===== src/rtl/uart_tx_framer.sv =====
// UART transmit framer: serialises parallel words as start / data LSB-first / parity / stop frames.
// Latency: start bit begins on the first baudTick strictly after the accepting clkIn edge.
// Backpressure: dataReady is high only in IDLE; dataValid is ignored while a frame is pending.
module uart_tx_framer #(
   parameter int DATA_BITS = 8,
   parameter int PARITY    = 0,
   parameter int STOP_BITS = 1
) (
   input  logic                 clkIn,
   input  logic                 rst,
   input  logic                 baudTick,
   input  logic [DATA_BITS-1:0] data,
   input  logic                 dataValid,
   output logic                 dataReady,
   output logic                 tx,
   output logic                 busy
);

   // Counter sizing: bitCnt must reach DATA_BITS-1 without wrapping.
   localparam int CNT_W = (DATA_BITS > 1) ? $clog2(DATA_BITS) : 1;
   localparam logic [CNT_W-1:0] LAST_BIT = CNT_W'(DATA_BITS - 1);

   // Unrecognised PARITY values fall back to no parity.
   localparam logic PAR_EN  = (PARITY == 1) || (PARITY == 2);
   localparam logic PAR_ODD = (PARITY == 1);

   // stopCnt is a single bit, so two stop bits terminate at count 1.
   localparam logic LAST_STOP = (STOP_BITS == 2);

   typedef enum logic [2:0] {
      IDLE,
      SYNC,
      START,
      DATA,
      PAR,
      STOP
   } state_t;

   state_t               state;
   logic [DATA_BITS-1:0] shiftReg;
   logic [CNT_W-1:0]     bitCnt;
   logic                 stopCnt;
   logic                 parityBit;

   assign dataReady = (state == IDLE);
   assign busy      = (state != IDLE);

   // Frame sequencer: captures a word in IDLE, then advances one bit per baudTick.
   always_ff @(posedge clkIn or posedge rst) begin
      if (rst) begin
         state     <= IDLE;
         shiftReg  <= '0;
         bitCnt    <= '0;
         stopCnt   <= 1'b0;
         parityBit <= 1'b0;
         tx        <= 1'b1;
      end else begin
         case (state)
            IDLE: begin
               // A tick coincident with acceptance is deliberately not used;
               // SYNC waits for the next one so the start bit is a full period.
               if (dataValid) begin
                  shiftReg  <= data;
                  parityBit <= (^data) ^ PAR_ODD;
                  state     <= SYNC;
               end
            end
            SYNC: begin
               if (baudTick) begin
                  tx    <= 1'b0;
                  state <= START;
               end
            end
            START: begin
               if (baudTick) begin
                  tx     <= shiftReg[0];
                  bitCnt <= '0;
                  state  <= DATA;
               end
            end
            DATA: begin
               if (baudTick) begin
                  if (bitCnt != LAST_BIT) begin
                     shiftReg <= shiftReg >> 1;
                     tx       <= shiftReg[1];
                     bitCnt   <= bitCnt + CNT_W'(1);
                  end else if (PAR_EN) begin
                     tx    <= parityBit;
                     state <= PAR;
                  end else begin
                     tx      <= 1'b1;
                     stopCnt <= 1'b0;
                     state   <= STOP;
                  end
               end
            end
            PAR: begin
               if (baudTick) begin
                  tx      <= 1'b1;
                  stopCnt <= 1'b0;
                  state   <= STOP;
               end
            end
            STOP: begin
               // tx is already high; just count out the stop periods.
               if (baudTick) begin
                  if (stopCnt != LAST_STOP) begin
                     stopCnt <= 1'b1;
                  end else begin
                     state <= IDLE;
                  end
               end
            end
            default: begin
               state <= IDLE;
               tx    <= 1'b1;
            end
         endcase
      end
   end

endmodule

===== config.mk =====
export PLATFORM = sky130hd
export DESIGN_NAME = uart_tx_framer
export DESIGN_NICKNAME = d
export VERILOG_FILES = /design/src/rtl/uart_tx_framer.sv
export SDC_FILE = /design/constraint.sdc
export NUM_CORES = 1
export LEC_CHECK = 0
export CAP_MARGIN = 10
export CORE_MARGIN = 2
export CORE_UTILIZATION = 51
export DETAILED_ROUTE_END_ITERATION = 7
export GPL_TIMING_DRIVEN = 0
export PLACE_DENSITY = 0.84
export SLEW_MARGIN = 20
export SYNTH_ARGS = -nofsm -noshare
export SYNTH_HDL_FRONTEND = slang
export SYNTH_SLANG_ARGS = --single-unit

===== constraint.sdc =====
create_clock -name clkIn -period 1.91 [get_ports clkIn]
set_input_delay 0.191 -clock clkIn [delete_from_list [all_inputs] [get_ports clkIn]]
set_output_delay 0.191 -clock clkIn [all_outputs]
set_load 0.005 [all_outputs]

==> qor.yml <==
outcome:
  status: "completed"
clock_tree:
  cts.sinks: 15
  cts_buffers: 3
  cts_tree: "yes"
  h-tree-depth: 1
  clk_pin_slew_worst_paths_ns: 0.09
  clock-root-buffer: "clkbuf_4"
  cts_hold_buf: 0
  cts.path.max_buffers: 2
  clock_latency_ns: 0.28
synth:
  ys_seq_elements: 15
  syn_avg_cell_area_um2: 10.94
  syn_inst: 81
  synth_flop_cell: "dfrtp_1"
  synth_warnings: 0
  mappedNetlistArea_um2: 885.9
  synth_top_area_share_pct: 39.55
  synthesis.nets: 96
  synth_area_leaders: "dfrtp_1 40%, mux2_2 18%, ha_1 4.2%, nand3b_1 3.4%, dfstp_2 3.0%"
  synth_top_area_cell: "dfrtp_1"
  ys_seq_area_share_pct: 42.51
  synth.distinct_cells: 31
  synth-edff-count: 0
  async_flop_share_pct: 100.0
  ys_top_cells_by_count: "14 x dfrtp_1, 14 x mux2_2, 6 x inv_1"
worst_setup_path:
  crit_arrival_ns: 2.01
  path_buf_inv: 1
  worstPathCellList: "ha_1, ha_2, nand4b_1, a21oi_4, buf_12, mux2_2"
  end_kind: "flop"
  start_kind: "flop"
  critPathMaxFanout: 8
  slowest_stage: "dfrtp_1"
  cpPeakStageDelay_ns: 0.41
  timing_worst_setup_path_type: "reg -> reg"
  crit_family: "adder cells"
  crit_required_ns: 2.08
floorplanning:
  ios: 15
  start_util_pct: 53.03
  num_rows: 15
  dieHeight_um: 45.68
  dieArea_mm2: 0.002086
  fp.dieW_um: 45.68
  core_area_mm2: 0.001670
detailed_routing:
  routedWlPerCell_um: 14.90
  num_vias: 677
  drc: 0
  drt_wl_total_um: 1728
  viasPerCell: 5.836
  ant_nets: 0
  dr.pass1.iters: 4
  drt_iter0_markers: 11
power:
  total_power_mw: 1.345
  peakVddDrop_mv: 0.6015
  leakage_nw: 0.5085
  power_density_mw_per_mm2: 1230
placed_design:
  port-buffer-count: 13
  placedInstanceArea_mm2: 0.001037
  gp_congestion: 0.7620
  dpl.hpwl_um: 1220
  dp_cells: 111
  place_ws_ns: -0.01372
sta:
  fmax_ghz: 0.5425
  fin_crit_ns: 1.843
  slew_violations: 0
  tns_ns: 0
  relSlewSlack_pct: 62.24
  rsz0062_at_grt: "no"
  setup_violations: 0
  finalCritPeriodShare_pct: 96.51
  hold_viol: 0
  worst_clock_skew_ns: 0.004065
  fin_ws_ns: 0.06667
  worst_pin_slew_ns: 0.5521
  timing.hold.ws_ns: 0.2514
global_route:
  busiest_layer: "met2"
  grt_max_degree: 16
  grt.met2_usage_pct: 33.24
  met3_usage_pct: 2.778
  grt_pass1_vias: 636
  antenna_found_initial: 0
  grt_overflow_total: 0
  grt_pass1_wl_um: 2849
  grt_use_met1_pct: 24.62
  grt_use_total_pct: 19.65
final_layout:
  final_area_mm2: 0.001094
  n_antenna_cell: 0
  fin_cells: 116
  final_layout_size_suffix_gt1_share_pct: 28.28
  nets: 115
  utilization_pct: 65.47
  area_delta_synth_final_pct: 23.45
min_path:
  hp-class: "in -> async"
job:
  drv_cap: 0
## worst reg2reg max path, cell delays in order, from the launching register on
cell	delay [ns]
dfrtp_1	0.41
ha_1	0.23
ha_2	0.20
nand4b_1	0.24
a21oi_4	0.19
buf_12	0.14
mux2_2	0.33
## cell type report
| class | instances | area [µm²] |
|---|---|---|
| fillers | 126 | 576.8 |
| multi-input cells | 55 | 466.7 |
| flip-flops and latches | 15 | 376.6 |
| repair buffers | 14 | 148.9 |
| plain buffers | 5 | 31.28 |
| clock buffers | 4 | 26.28 |
| inverters | 6 | 22.52 |
| well taps | 17 | 21.27 |
## timing repair
action / CTS / global route
gates resized for setup: 5 / 0
setup endpoints to repair: 8 / 6
gates cloned: 0 / 0
pin swaps: 1 / 1
buffers inserted: 1 / 0
## registers in the layout, indices dropped and copies added, names as in the netlist
name,count
bitCnt,3
shiftReg,8
state,3
tx,1
## final timing paths
kind                       cells after the start  slack (ns)                 endpoint                     from
setup reg to reg                               6        0.07  shiftReg[0]$_DFFE_PP0P_    bitCnt[0]$_DFFE_PP0P_
setup / recovery                               6        0.07  shiftReg[0]$_DFFE_PP0P_    bitCnt[0]$_DFFE_PP0P_
max in group asynchronous                      2        1.29           tx$_DFFE_PP1P_                      rst
min in group clkIn                             3        0.31     state[1]$_DFFE_PP0P_                 baudTick
hold / removal                                 2        0.25  shiftReg[4]$_DFFE_PP0P_                      rst
hold reg to reg                                1        0.51  shiftReg[4]$_DFFE_PP0P_  shiftReg[4]$_DFFE_PP0P_
## cells in the final DEF, fill, tap and decap left out, drive strengths merged, types with 2 or more instances in the layout
| master | count |
|---|---|
| nand2b | 3 |
| dfrtp | 14 |
| nand2 | 4 |
| buf | 6 |
| ha | 3 |
| nor2 | 2 |
| nand3b | 4 |
| a21oi | 4 |
| mux2 | 14 |
| clkbuf | 4 |
| or3 | 2 |
| inv | 6 |
| clkdlybuf4s50 | 12 |
| mux2i | 2 |
| a21o | 2 |
## layer usage
layer	wire, µm	vias up
met1	726	330
met3	68	4
met4	31	0
met5	0	-
li1	-	324
met2	901	19
## logic make-up (layout without fill, tap and decap cells)
family / Yosys count / in the layout / synth area share (%)
AO/OA/AOI/OAI: 12 / 12 / 10.31
flip-flops: 15 / 15 / 42.52
buffers and inverters: 11 / 29 / 6.073
AND/OR/NAND/NOR: 23 / 23 / 15.68
adder cells (fa/ha/maj): 4 / 4 / 5.368
multiplexers: 16 / 16 / 20.06
## power by group
group	leakage, nW	internal, mW	switching [mW]
Clock	0.0150	0.0810	0.101
Combinational	0.312	0.380	0.258
Sequential	0.181	0.447	0.0785
Power figures use the tool's default switching activity.
